`src/rtl/id_exe_stage_pkg.sv`:
```
//----------------------------------------------------------------------
// id_exe_stage_pkg : shared widths and decode-info bit indices
// Rev 1.0
//----------------------------------------------------------------------
`default_nettype none

package id_exe_stage_pkg;

    localparam int XLEN            = 32;
    localparam int REG_W           = 5;

    localparam int ALU_ADD         = 0;
    localparam int ALU_SUB         = 1;
    localparam int ALU_AND         = 2;
    localparam int ALU_OR          = 3;
    localparam int ALU_XOR         = 4;
    localparam int ALU_SLL         = 5;
    localparam int ALU_SRL         = 6;
    localparam int ALU_SRA         = 7;
    localparam int ALU_SLT         = 8;
    localparam int ALU_SLTU        = 9;
    localparam int DECODE_INFO_LEN = 10;

    typedef logic [REG_W-1:0] reg_idx_t;

    // Producer hit for a source read; x0 never matches so it always reads 0.
    function automatic logic src_hit(input logic en, input reg_idx_t rd, input reg_idx_t rs);
        return en && (rd == rs) && (rs != '0);
    endfunction

endpackage

`default_nettype wire

```
`src/rtl/id_exe_stage_if.sv`:
```
//----------------------------------------------------------------------
// id_exe_stage_if : ID inputs, bypass sources and EX-side register outputs
// Rev 1.0
//----------------------------------------------------------------------
`default_nettype none

interface id_exe_stage_if
    import id_exe_stage_pkg::*;
#(
    parameter int DEC_W = DECODE_INFO_LEN,
    parameter int XLEN  = 32,
    parameter int CNT_W = 32
);
    logic             id_valid;
    logic             id_ready;
    logic [XLEN-1:0]  id_pc;
    reg_idx_t         id_rs1_addr;
    reg_idx_t         id_rs2_addr;
    logic             id_rs1_used;
    logic             id_rs2_used;
    logic [XLEN-1:0]  id_rs1_data;
    logic [XLEN-1:0]  id_rs2_data;
    logic [XLEN-1:0]  id_imm;
    logic [DEC_W-1:0] id_dec_info;
    logic             id_alu;
    logic             id_alui;
    logic             id_load;
    reg_idx_t         id_rd_addr;
    logic             id_rd_wen;
    logic [XLEN-1:0]  alu_result;
    logic             mem_valid;
    logic             mem_rd_wen;
    reg_idx_t         mem_rd_addr;
    logic [XLEN-1:0]  mem_result;
    logic             wb_valid;
    logic             wb_rd_wen;
    reg_idx_t         wb_rd_addr;
    logic [XLEN-1:0]  wb_result;
    logic             flush;
    logic             exe_stall;
    logic             exe_valid;
    logic [XLEN-1:0]  exe_pc;
    logic [XLEN-1:0]  op_rs1;
    logic [XLEN-1:0]  op_rs2;
    logic [XLEN-1:0]  exe_imm;
    logic [DEC_W-1:0] exe_dec_info;
    logic             exe_alu;
    logic             exe_alui;
    logic             exe_load;
    logic             exe_rd_wen;
    reg_idx_t         exe_rd_addr;
    logic [CNT_W-1:0] bubble_cnt;

    modport master (
        output id_valid, id_pc, id_rs1_addr, id_rs2_addr, id_rs1_used, id_rs2_used,
               id_rs1_data, id_rs2_data, id_imm, id_dec_info, id_alu, id_alui, id_load,
               id_rd_addr, id_rd_wen, alu_result, mem_valid, mem_rd_wen, mem_rd_addr,
               mem_result, wb_valid, wb_rd_wen, wb_rd_addr, wb_result, flush, exe_stall,
        input  id_ready, exe_valid, exe_pc, op_rs1, op_rs2, exe_imm, exe_dec_info,
               exe_alu, exe_alui, exe_load, exe_rd_wen, exe_rd_addr, bubble_cnt
    );

    modport slave (
        input  id_valid, id_pc, id_rs1_addr, id_rs2_addr, id_rs1_used, id_rs2_used,
               id_rs1_data, id_rs2_data, id_imm, id_dec_info, id_alu, id_alui, id_load,
               id_rd_addr, id_rd_wen, alu_result, mem_valid, mem_rd_wen, mem_rd_addr,
               mem_result, wb_valid, wb_rd_wen, wb_rd_addr, wb_result, flush, exe_stall,
        output id_ready, exe_valid, exe_pc, op_rs1, op_rs2, exe_imm, exe_dec_info,
               exe_alu, exe_alui, exe_load, exe_rd_wen, exe_rd_addr, bubble_cnt
    );

endinterface

`default_nettype wire

```
`src/rtl/id_exe_stage_fwd_mux.sv`:
```
//----------------------------------------------------------------------
// fwd_mux : priority operand bypass EX > MEM > WB > regfile
// Rev 1.0
//----------------------------------------------------------------------
`default_nettype none

module fwd_mux
    import id_exe_stage_pkg::*;
#(
    parameter int XLEN = 32
) (
    input  reg_idx_t        rs_addr,
    input  logic [XLEN-1:0] rf_data,
    input  logic            ex_en,
    input  reg_idx_t        ex_rd_addr,
    input  logic [XLEN-1:0] ex_data,
    input  logic            mem_en,
    input  reg_idx_t        mem_rd_addr,
    input  logic [XLEN-1:0] mem_data,
    input  logic            wb_en,
    input  reg_idx_t        wb_rd_addr,
    input  logic [XLEN-1:0] wb_data,
    output logic [XLEN-1:0] operand
);

    always_comb begin
        operand = rf_data;
        if (src_hit(ex_en, ex_rd_addr, rs_addr)) begin
            operand = ex_data;
        end else if (src_hit(mem_en, mem_rd_addr, rs_addr)) begin
            operand = mem_data;
        end else if (src_hit(wb_en, wb_rd_addr, rs_addr)) begin
            operand = wb_data;
        end
    end

endmodule

`default_nettype wire

```
`src/rtl/id_exe_stage.sv`:
```
//----------------------------------------------------------------------
// id_exe_stage : ID->EX pipeline register with bypass, load-use bubble
// Rev 1.0
//----------------------------------------------------------------------
`default_nettype none

module id_exe_stage
    import id_exe_stage_pkg::*;
#(
    parameter int DEC_W = DECODE_INFO_LEN,
    parameter int XLEN  = 32,
    parameter int CNT_W = 32
) (
    input  logic          clk,
    input  logic          rst,
    id_exe_stage_if.slave bus
);

    logic             r_exe_valid;
    logic [XLEN-1:0]  r_exe_pc;
    logic [XLEN-1:0]  r_op_rs1;
    logic [XLEN-1:0]  r_op_rs2;
    logic [XLEN-1:0]  r_exe_imm;
    logic [DEC_W-1:0] r_exe_dec_info;
    logic             r_exe_alu;
    logic             r_exe_alui;
    logic             r_exe_load;
    logic             r_exe_rd_wen;
    reg_idx_t         r_exe_rd_addr;
    logic [CNT_W-1:0] r_bubble_cnt;

    logic             w_hz;
    logic             w_ex_fwd_en;
    logic             w_mem_fwd_en;
    logic             w_wb_fwd_en;
    logic [XLEN-1:0]  w_fwd_rs1;
    logic [XLEN-1:0]  w_fwd_rs2;

    assign w_hz = r_exe_valid && r_exe_load && r_exe_rd_wen && (r_exe_rd_addr != '0) &&
                  ((bus.id_rs1_used && (bus.id_rs1_addr == r_exe_rd_addr)) ||
                   (bus.id_rs2_used && (bus.id_rs2_addr == r_exe_rd_addr)));

    assign bus.id_ready = bus.flush || (!bus.exe_stall && !w_hz);

    // Load data is not yet available in EX, so a load never bypasses from there.
    assign w_ex_fwd_en  = r_exe_valid && r_exe_rd_wen && !r_exe_load;
    assign w_mem_fwd_en = bus.mem_valid && bus.mem_rd_wen;
    assign w_wb_fwd_en  = bus.wb_valid && bus.wb_rd_wen;

    fwd_mux #(.XLEN(XLEN)) u_fwd_rs1 (
        .rs_addr     (bus.id_rs1_addr),
        .rf_data     (bus.id_rs1_data),
        .ex_en       (w_ex_fwd_en),
        .ex_rd_addr  (r_exe_rd_addr),
        .ex_data     (bus.alu_result),
        .mem_en      (w_mem_fwd_en),
        .mem_rd_addr (bus.mem_rd_addr),
        .mem_data    (bus.mem_result),
        .wb_en       (w_wb_fwd_en),
        .wb_rd_addr  (bus.wb_rd_addr),
        .wb_data     (bus.wb_result),
        .operand     (w_fwd_rs1)
    );

    fwd_mux #(.XLEN(XLEN)) u_fwd_rs2 (
        .rs_addr     (bus.id_rs2_addr),
        .rf_data     (bus.id_rs2_data),
        .ex_en       (w_ex_fwd_en),
        .ex_rd_addr  (r_exe_rd_addr),
        .ex_data     (bus.alu_result),
        .mem_en      (w_mem_fwd_en),
        .mem_rd_addr (bus.mem_rd_addr),
        .mem_data    (bus.mem_result),
        .wb_en       (w_wb_fwd_en),
        .wb_rd_addr  (bus.wb_rd_addr),
        .wb_data     (bus.wb_result),
        .operand     (w_fwd_rs2)
    );

    always_ff @(posedge clk or posedge rst) begin
        if (rst) begin
            r_exe_valid    <= 1'b0;
            r_exe_pc       <= '0;
            r_op_rs1       <= '0;
            r_op_rs2       <= '0;
            r_exe_imm      <= '0;
            r_exe_dec_info <= '0;
            r_exe_alu      <= 1'b0;
            r_exe_alui     <= 1'b0;
            r_exe_load     <= 1'b0;
            r_exe_rd_wen   <= 1'b0;
            r_exe_rd_addr  <= '0;
            r_bubble_cnt   <= '0;
        end else if (bus.flush || (!bus.exe_stall && (w_hz || !bus.id_valid))) begin
            // Every non-capturing, non-holding case leaves a bubble with zeroed control.
            r_exe_valid    <= 1'b0;
            r_exe_dec_info <= '0;
            r_exe_alu      <= 1'b0;
            r_exe_alui     <= 1'b0;
            r_exe_load     <= 1'b0;
            r_exe_rd_wen   <= 1'b0;
            if (!bus.flush && w_hz && bus.id_valid && (r_bubble_cnt != '1)) begin
                r_bubble_cnt <= r_bubble_cnt + CNT_W'(1);
            end
        end else if (!bus.exe_stall) begin
            r_exe_valid    <= 1'b1;
            r_exe_pc       <= bus.id_pc;
            r_op_rs1       <= w_fwd_rs1;
            r_op_rs2       <= w_fwd_rs2;
            r_exe_imm      <= bus.id_imm;
            r_exe_dec_info <= bus.id_dec_info;
            r_exe_alu      <= bus.id_alu;
            r_exe_alui     <= bus.id_alui;
            r_exe_load     <= bus.id_load;
            r_exe_rd_wen   <= bus.id_rd_wen;
            r_exe_rd_addr  <= bus.id_rd_addr;
        end
    end

    assign bus.exe_valid    = r_exe_valid;
    assign bus.exe_pc       = r_exe_pc;
    assign bus.op_rs1       = r_op_rs1;
    assign bus.op_rs2       = r_op_rs2;
    assign bus.exe_imm      = r_exe_imm;
    assign bus.exe_dec_info = r_exe_dec_info;
    assign bus.exe_alu      = r_exe_alu;
    assign bus.exe_alui     = r_exe_alui;
    assign bus.exe_load     = r_exe_load;
    assign bus.exe_rd_wen   = r_exe_rd_wen;
    assign bus.exe_rd_addr  = r_exe_rd_addr;
    assign bus.bubble_cnt   = r_bubble_cnt;

endmodule

`default_nettype wire
```
`src/flat_wrapper.sv`:
```
// flat-port wrapper written by rule: the top's interface ports become plain ports
module id_exe_stage_flat import id_exe_stage_pkg::*;
#(
    parameter int DEC_W = DECODE_INFO_LEN,
    parameter int XLEN  = 32,
    parameter int CNT_W = 32
)
  (clk, rst, bus_id_valid, bus_id_pc, bus_id_rs1_addr, bus_id_rs2_addr, bus_id_rs1_used, bus_id_rs2_used, bus_id_rs1_data, bus_id_rs2_data, bus_id_imm, bus_id_dec_info, bus_id_alu, bus_id_alui, bus_id_load, bus_id_rd_addr, bus_id_rd_wen, bus_alu_result, bus_mem_valid, bus_mem_rd_wen, bus_mem_rd_addr, bus_mem_result, bus_wb_valid, bus_wb_rd_wen, bus_wb_rd_addr, bus_wb_result, bus_flush, bus_exe_stall, bus_id_ready, bus_exe_valid, bus_exe_pc, bus_op_rs1, bus_op_rs2, bus_exe_imm, bus_exe_dec_info, bus_exe_alu, bus_exe_alui, bus_exe_load, bus_exe_rd_wen, bus_exe_rd_addr, bus_bubble_cnt);
  id_exe_stage_if #(.DEC_W(DEC_W), .XLEN(XLEN), .CNT_W(CNT_W)) bus_i ();
  input  logic clk;
  input  logic rst;
  input wire logic [$bits(bus_i.id_valid)-1:0] bus_id_valid;
  input wire logic [$bits(bus_i.id_pc)-1:0] bus_id_pc;
  input wire logic [$bits(bus_i.id_rs1_addr)-1:0] bus_id_rs1_addr;
  input wire logic [$bits(bus_i.id_rs2_addr)-1:0] bus_id_rs2_addr;
  input wire logic [$bits(bus_i.id_rs1_used)-1:0] bus_id_rs1_used;
  input wire logic [$bits(bus_i.id_rs2_used)-1:0] bus_id_rs2_used;
  input wire logic [$bits(bus_i.id_rs1_data)-1:0] bus_id_rs1_data;
  input wire logic [$bits(bus_i.id_rs2_data)-1:0] bus_id_rs2_data;
  input wire logic [$bits(bus_i.id_imm)-1:0] bus_id_imm;
  input wire logic [$bits(bus_i.id_dec_info)-1:0] bus_id_dec_info;
  input wire logic [$bits(bus_i.id_alu)-1:0] bus_id_alu;
  input wire logic [$bits(bus_i.id_alui)-1:0] bus_id_alui;
  input wire logic [$bits(bus_i.id_load)-1:0] bus_id_load;
  input wire logic [$bits(bus_i.id_rd_addr)-1:0] bus_id_rd_addr;
  input wire logic [$bits(bus_i.id_rd_wen)-1:0] bus_id_rd_wen;
  input wire logic [$bits(bus_i.alu_result)-1:0] bus_alu_result;
  input wire logic [$bits(bus_i.mem_valid)-1:0] bus_mem_valid;
  input wire logic [$bits(bus_i.mem_rd_wen)-1:0] bus_mem_rd_wen;
  input wire logic [$bits(bus_i.mem_rd_addr)-1:0] bus_mem_rd_addr;
  input wire logic [$bits(bus_i.mem_result)-1:0] bus_mem_result;
  input wire logic [$bits(bus_i.wb_valid)-1:0] bus_wb_valid;
  input wire logic [$bits(bus_i.wb_rd_wen)-1:0] bus_wb_rd_wen;
  input wire logic [$bits(bus_i.wb_rd_addr)-1:0] bus_wb_rd_addr;
  input wire logic [$bits(bus_i.wb_result)-1:0] bus_wb_result;
  input wire logic [$bits(bus_i.flush)-1:0] bus_flush;
  input wire logic [$bits(bus_i.exe_stall)-1:0] bus_exe_stall;
  output wire logic [$bits(bus_i.id_ready)-1:0] bus_id_ready;
  output wire logic [$bits(bus_i.exe_valid)-1:0] bus_exe_valid;
  output wire logic [$bits(bus_i.exe_pc)-1:0] bus_exe_pc;
  output wire logic [$bits(bus_i.op_rs1)-1:0] bus_op_rs1;
  output wire logic [$bits(bus_i.op_rs2)-1:0] bus_op_rs2;
  output wire logic [$bits(bus_i.exe_imm)-1:0] bus_exe_imm;
  output wire logic [$bits(bus_i.exe_dec_info)-1:0] bus_exe_dec_info;
  output wire logic [$bits(bus_i.exe_alu)-1:0] bus_exe_alu;
  output wire logic [$bits(bus_i.exe_alui)-1:0] bus_exe_alui;
  output wire logic [$bits(bus_i.exe_load)-1:0] bus_exe_load;
  output wire logic [$bits(bus_i.exe_rd_wen)-1:0] bus_exe_rd_wen;
  output wire logic [$bits(bus_i.exe_rd_addr)-1:0] bus_exe_rd_addr;
  output wire logic [$bits(bus_i.bubble_cnt)-1:0] bus_bubble_cnt;
  assign bus_i.id_valid = bus_id_valid;
  assign bus_i.id_pc = bus_id_pc;
  assign bus_i.id_rs1_addr = bus_id_rs1_addr;
  assign bus_i.id_rs2_addr = bus_id_rs2_addr;
  assign bus_i.id_rs1_used = bus_id_rs1_used;
  assign bus_i.id_rs2_used = bus_id_rs2_used;
  assign bus_i.id_rs1_data = bus_id_rs1_data;
  assign bus_i.id_rs2_data = bus_id_rs2_data;
  assign bus_i.id_imm = bus_id_imm;
  assign bus_i.id_dec_info = bus_id_dec_info;
  assign bus_i.id_alu = bus_id_alu;
  assign bus_i.id_alui = bus_id_alui;
  assign bus_i.id_load = bus_id_load;
  assign bus_i.id_rd_addr = bus_id_rd_addr;
  assign bus_i.id_rd_wen = bus_id_rd_wen;
  assign bus_i.alu_result = bus_alu_result;
  assign bus_i.mem_valid = bus_mem_valid;
  assign bus_i.mem_rd_wen = bus_mem_rd_wen;
  assign bus_i.mem_rd_addr = bus_mem_rd_addr;
  assign bus_i.mem_result = bus_mem_result;
  assign bus_i.wb_valid = bus_wb_valid;
  assign bus_i.wb_rd_wen = bus_wb_rd_wen;
  assign bus_i.wb_rd_addr = bus_wb_rd_addr;
  assign bus_i.wb_result = bus_wb_result;
  assign bus_i.flush = bus_flush;
  assign bus_i.exe_stall = bus_exe_stall;
  assign bus_id_ready = bus_i.id_ready;
  assign bus_exe_valid = bus_i.exe_valid;
  assign bus_exe_pc = bus_i.exe_pc;
  assign bus_op_rs1 = bus_i.op_rs1;
  assign bus_op_rs2 = bus_i.op_rs2;
  assign bus_exe_imm = bus_i.exe_imm;
  assign bus_exe_dec_info = bus_i.exe_dec_info;
  assign bus_exe_alu = bus_i.exe_alu;
  assign bus_exe_alui = bus_i.exe_alui;
  assign bus_exe_load = bus_i.exe_load;
  assign bus_exe_rd_wen = bus_i.exe_rd_wen;
  assign bus_exe_rd_addr = bus_i.exe_rd_addr;
  assign bus_bubble_cnt = bus_i.bubble_cnt;
  id_exe_stage #(.DEC_W(DEC_W), .XLEN(XLEN), .CNT_W(CNT_W)) u_core (.clk(clk), .rst(rst), .bus(bus_i));
endmodule
```
`config.mk`:
```
export PLATFORM = sky130hd
export DESIGN_NAME = id_exe_stage_flat
export DESIGN_NICKNAME = d
export VERILOG_FILES = /design/src/rtl/id_exe_stage_pkg.sv /design/src/rtl/id_exe_stage_if.sv /design/src/rtl/id_exe_stage_fwd_mux.sv /design/src/rtl/id_exe_stage.sv /design/src/flat_wrapper.sv
export SDC_FILE = /design/constraint.sdc
export NUM_CORES = 1
export LEC_CHECK = 0
export BUFFER_PORTS_ARGS = -buffer_cell sky130_fd_sc_hd__buf_2
export CAP_MARGIN = 10
export CORE_AREA = 2 2 178 180
export DETAILED_ROUTE_END_ITERATION = 8
export DIE_AREA = 0 0 180 182
export PLACE_DENSITY = 0.65
export SETUP_SLACK_MARGIN = 0.05
export SYNTH_ARGS = -nofsm -noshare
export SYNTH_HDL_FRONTEND = slang
export SYNTH_SLANG_ARGS = --single-unit
```
`constraint.sdc`:
```
create_clock -name clk -period 5.75 [get_ports clk]
set_input_delay 1.15 -clock clk [delete_from_list [all_inputs] [get_ports clk]]
set_output_delay 1.15 -clock clk [all_outputs]
set_load 0.02 [all_outputs]
```
# ---- After elaboration in Yosys (flattened, before gate mapping)
# Index checks and enable logic that the tools add are counted.
# Widths: inputs -> output; s select.
dict set report word_totals {
  elab_cells 84
  regBits 180
  output_inout_bits 181
}
dict set report classes {
  eq_ne 10
  muxes 18
  n_reduce_logical 41
  bitwise_logic 2
  add_sub_neg 1
}
# operator count
set op_table {}
lappend op_table {{$mux 32} 6}
lappend op_table {{$eq 5x5->1} 8}
lappend op_table {{$add 32x1->32 const B} 1}
lappend op_table {{$ne 32x32->1 const B} 1}
lappend op_table {{$logic_and 1x1->1} 27}
lappend op_table {{$mux 10} 2}
lappend op_table {{$reduce_bool 5->1} 3}
lappend op_table {{$mux 1} 10}
lappend op_table {{$logic_not 1->1} 5}
lappend op_table {{$logic_or 1x1->1} 4}
lappend op_table {{$reduce_and 2->1} 2}
lappend op_table {{$ne 2x1->1 const B} 1}
lappend op_table {{$not 1->1} 2}

# ---- Longest topological paths before layout
dict set report depth {
  ltp_word 9
  ltp_mapped 8
  ltp_nobuf 7
}

# ---- By module
# A second synthesis with hierarchy kept.
dict set report unflattened {
  cells_unflattened 877
  hier_area_um2 10517.6
}
# module area_each_um2 instances cells_per_inst
set by_module_without_submodules {}
lappend by_module_without_submodules {id_exe_stage 7782.5 1 493}
lappend by_module_without_submodules {fwd_mux 1367.6 2 192}

# ---- Worst setup path before layout
# OpenSTA, ideal clock, no wires.
dict set report synth_timing {
  path_type {input-to-output}
  start {input bus_id_rs2_addr[4]}
  end {output bus_id_ready}
  path_stages 4
  arrival_time_ps 2064
  path_buffers 0
  setup_slack_ps 2536
  t_required_ps 4600
  cell_sequence {xor2_1 nor4_4 nand4_1 a31o_2}
}
dict set report synth_via {
  elab_chain_len 7
}
# element line
set synth_rtl {}
lappend synth_rtl {{from (decl)} flat_wrapper.sv:15} ;# input wire logic [$bits(bus_i.id_rs2_addr)-1:0] bus_id_rs2_addr;
lappend synth_rtl {{$eq 5x5->1} id_exe_stage.sv:41} ;# (bus.id_rs2_used && (bus.id_rs2_addr == r_exe_rd_addr)));
lappend synth_rtl {{$logic_and 1x1->1} id_exe_stage.sv:41}
lappend synth_rtl {{$logic_or 1x1->1} id_exe_stage.sv:40} ;# ((bus.id_rs1_used && (bus.id_rs1_addr == r_exe_rd_addr)) ||
lappend synth_rtl {{$logic_and 1x1->1} id_exe_stage.sv:39} ;# assign w_hz = r_exe_valid && r_exe_load && r_exe_rd_wen && (r_exe_rd_addr != '0) &&
lappend synth_rtl {{$logic_not 1->1} id_exe_stage.sv:43} ;# assign bus.id_ready = bus.flush || (!bus.exe_stall && !w_hz);
lappend synth_rtl {{$logic_and 1x1->1} id_exe_stage.sv:43}
lappend synth_rtl {{$logic_or 1x1->1} id_exe_stage.sv:43}
lappend synth_rtl {{to (decl)} flat_wrapper.sv:38} ;# output wire logic [$bits(bus_i.id_ready)-1:0] bus_id_ready;
# No other way between the ends.

# ---- Worst setup path in the final report
dict set report layout_timing {
  start {input bus_id_rs1_addr[4]}
  end {output bus_id_ready}
}
dict set report layout_via {
  elab_chain_len 7
}
# element line
set layout_rtl {}
lappend layout_rtl {{from (decl)} flat_wrapper.sv:14} ;# input wire logic [$bits(bus_i.id_rs1_addr)-1:0] bus_id_rs1_addr;
lappend layout_rtl {{$eq 5x5->1} id_exe_stage.sv:40}
lappend layout_rtl {{$logic_and 1x1->1} id_exe_stage.sv:40}
lappend layout_rtl {{$logic_or 1x1->1} id_exe_stage.sv:40}
lappend layout_rtl {{$logic_and 1x1->1} id_exe_stage.sv:39}
lappend layout_rtl {{$logic_not 1->1} id_exe_stage.sv:43}
lappend layout_rtl {{$logic_and 1x1->1} id_exe_stage.sv:43}
lappend layout_rtl {{$logic_or 1x1->1} id_exe_stage.sv:43}
# No other way between the ends.

==> parameters.txt <==
Parameter                              Value

Floorplan
  Die height    around 180 microns
  Die W    180 microns
  Die area    between 30,000 and 40,000 sq um
  Starting Density    30.4%
  Area of the placeable core    ~31,000 sq um
  Row cnt    between 60 and 70
  IO Count    455

CTS
  Maximum level of the CTS H-tree    4
  Worst-case clock buffer depth    2
  Clock-pin slew on the worst setup and hold paths    around 0.070 ns
  Clock tree from TritonCTS    yes
  Setup bufs post-CTS    0
  TritonCTS Buffers    17
  Latest clock arrival within the worst-skew pair    0.43 ns
  Cts hold-fix bufs    0
  Quantity of gates resized following cts    0
  TritonCTS Sinks    between 150 and 200
  Clk Tree Root Cell    clkbuf_16

Route
  Total routed wirelength    33,000 microns
  Detail-routed net length per standard cell    17.6 microns
  Number of design-rule violations left by the first detailed-router iteration    between 500 and 600
  Total number of vias    9,384
  DRC violation count after routing    0
  Number of vias per cell    between 4 and 5
  Final ANT Viol Nets    0
  First drt pass iteration count    6

Layout
  NumNets Final    1,739
  Area taken by multi-input logic gates    between 4000 and 5000 sq um
  Post-route core utilization    approximately 40%
  Fraction of layout instances using a drive strength above 1    34.9%
  Finished Layout Cells    approximately 1.9k
  Area growth, synth to finish    32.8%
  Count of filler cells inserted in the layout    about 3.2k
  Area used by sequential logic in the layout    ~4500 sq um

Placed design
  Input/output buffers    approximately 450
  Placed wire-length estimate    between 20,000 and 25,000 microns
  Post-placement cell count    ~1.8k
  Placer's final routability congestion estimate    0.870

Yosys
  Warnings from Yosys    0
  Seq/Total Area, Yosys    a little under half
  Post-synthesis sequential element count    180
  Number of enable flip-flop cells after synthesis    0
  Net count of the mapped netlist    approximately 1.3k
  Syn Area/Cell    9.00 sq um
  Distinct cell type count after synthesis    43
  Count of mapped cells out of synthesis    between 1k and 1.5k
  Async set or reset register ratio after synthesis    between 90% and 100%
  Top flip-flop cell by instance count after synthesis    dfrtp_1
  Area of the mapped netlist    9430 sq um

STA
  Post-route worst hold slack    roughly 0.47 ns
  Tmin final    around 3.7 ns
  Count of endpoints failing hold in the final timing report    0
  Clk_skew    about 0.013 ns
  Fin crit share    between 60 and 70%
  Slew margin rel.    a little under a quarter
  Final slew viol count    0
  Slew at the pin with the worst max-slew slack    around 1.2 ns
  Setup repair after global routing missed its margin    false
  Aggregate negative setup slack    0 ns
  Number of setup violations in the final report    0
  Highest achievable clock rate    272 MHz

Setup path
  Delay of the slowest cell on the worst path    approximately 0.38 ns
  Crit end category    primary output
  Family with the most delay on the worst path    simple AND/OR/NAND/NOR gates
  Endpoint required time on the critical path    roughly 4.6 ns
  List of cells traversed by the critical path    buf_2 -> xor2_1 -> nor4_1 -> nand4_1 -> a31o_2 -> buf_2
  Highest-delay cell along the critical path    nor4_1
  Startpoint Class    input port
  Crit Path Category    input port to primary output
  Critical-path maximum fanout    4
  Arrival time of data at the critical path endpoint    approximately 2.5 ns
  CP most frequent cell    buf_2
  Crit path buffers/inverters    2

Global route
  Overflow after GRT    0
  Number of antenna violations at the first check in global routing    2
  Aggregate global-route resource usage    19.8%
  Number of global-route vias before repair    ~9.4k
  Pin count of the biggest net entering global routing    between 100 and 150
  Global-route wire length before repair    51,600 microns

Power
  Static leakage    6.77 nW
  Pwr dens    about 270 nW/um^2
  Worst IR drop on VDD    138 uV

Min path
  Worst hold path class    flip-flop to flip-flop

Outcome
  Result of the run    finished clean

Flow run
  Max-capacitance violation count    0
==> stage by stage <==
step	power [mW]	area (sq um)	setup slack, ns
after floorplan	1.99	9430	2.29
after global placement	2.36	12000	2.08
after detailed placement	2.37	12000	2.03
after CTS	3.49	12500	2.06
after global routing	3.63	12500	1.97
final	3.44	12500	2.07
==> cells in the mapped netlist, types with 2 or more instances <==
cell type / n / area [sq um]
nand2_1: 237 / 890
dfrtp_1: 180 / 4500
nor2_1: 140 / 526
a21oi_1: 129 / 646
a211o_1: 57 / 499
mux2i_1: 57 / 571
xor2_1: 31 / 272
clkbuf_1: 28 / 105
xnor2_1: 28 / 245
nand4_1: 24 / 150
buf_2: 22 / 110
a22o_1: 14 / 123
nand3_1: 14 / 70.1
and3_1: 10 / 62.6
buf_6: 10 / 113
nor3_1: 8 / 40.0
a311o_1: 7 / 70.1
nor4_1: 6 / 37.5
buf_1: 5 / 18.8
and2_1: 4 / 25.0
inv_1: 4 / 15.0
nor4_4: 4 / 85.1
and4_1: 3 / 26.3
buf_4: 3 / 22.5
or4_1: 3 / 22.5
nor4b_1: 2 / 17.5
==> state kept, by name (all words and copies together), names as in the netlist, 5 cells and up <==
name	flops
u_core.bus.bubble_cnt	32
u_core.bus.exe_dec_info	10
u_core.bus.exe_imm	32
u_core.bus.exe_pc	32
u_core.bus.exe_rd_addr	5
u_core.bus.op_rs1	32
u_core.bus.op_rs2	32
==> cell type report <==
class / count / area share [%]
multi-input cells: 794 / 36.4
flip-flops and latches: 180 / 36.0
repair buffers: 466 / 19.1
well taps: 402 / 4.02
clock buffers: 20 / 3.49
clock inverters: 11 / 0.770
inverters: 5 / 0.180
diodes: 2 / 0.0400
==> final timing paths <==
kind,start,endpoint,slack (ns),cells past startpoint
worst min register to register,u_core.bus.exe_pc[8],u_core.bus.exe_pc[8],0.47,2
worst min-delay path,u_core.bus.exe_pc[8],u_core.bus.exe_pc[8],0.47,2
min in group asynchronous,rst,u_core.bus.exe_imm[26],0.84,3
worst max register to register,u_core.bus.exe_rd_addr[4],u_core.bus.op_rs1[8],2.88,7
worst max-delay path,bus_id_rs1_addr[4],bus_id_ready,2.07,6
max in group asynchronous,rst,u_core.bus.op_rs2[5],3.73,4
==> routing by layer <==
layer  vias to the layer above  wire length, microns  GRT usage, %
met3                        42                  2570          5.03
met5                         -                     0             0
met1                      4485                 13900          24.9
met2                       422                 15900          33.6
met4                         0                   593          6.11
li1                       4435                     -             -
==> worst min-delay path, stage by stage, from the launching register on <==
cell	delay, ns
dfrtp_1	0.34
nand2_1	0.05
nand2_1	0.06
==> report_power, final <==
| part | switching (mW) | internal, mW | total [mW] |
|---|---|---|---|
| registers | 0.0983 | 1.42 | 1.52 |
| clock network | 0.535 | 0.563 | 1.10 |
| logic | 0.514 | 0.305 | 0.819 |
| total | 1.15 | 2.29 | 3.44 |
==> placed cells by master (no fill, tap or decap), types with 3 or more instances in the layout <==
| master | instances |
|---|---|
| buf_2 | 454 |
| nand2_1 | 236 |
| dfrtp_1 | 180 |
| nor2_1 | 140 |
| a21oi_1 | 129 |
| mux2i_1 | 57 |
| a211o_1 | 57 |
| xor2_1 | 31 |
| xnor2_1 | 28 |
| nand4_1 | 24 |
| clkbuf_16 | 17 |
| a22o_1 | 14 |
| nand3_1 | 12 |
| buf_4 | 10 |
| nor3_1 | 8 |
| and3_1 | 8 |
| a311o_1 | 7 |
| nor4_1 | 6 |
| nor4_4 | 4 |
| and2_1 | 4 |
| clkinv_4 | 4 |
| inv_6 | 4 |
| inv_1 | 3 |
| clkinvlp_4 | 3 |
| and4_1 | 3 |
| clkbuf_1 | 3 |
==> cell families after synthesis <==
group                    after synthesis  synth area share (%)
AO/OA/AOI/OAI                        214                  15.0
XOR/XNOR                              59                  5.48
adder cells (fa/ha/maj)                1                 0.133
buffers and inverters                 73                  4.12
flip-flops                           180                  47.8
multiplexers                          58                  6.17
AND/OR/NAND/NOR                      462                  21.3
(Power assumes the default switching activity.)
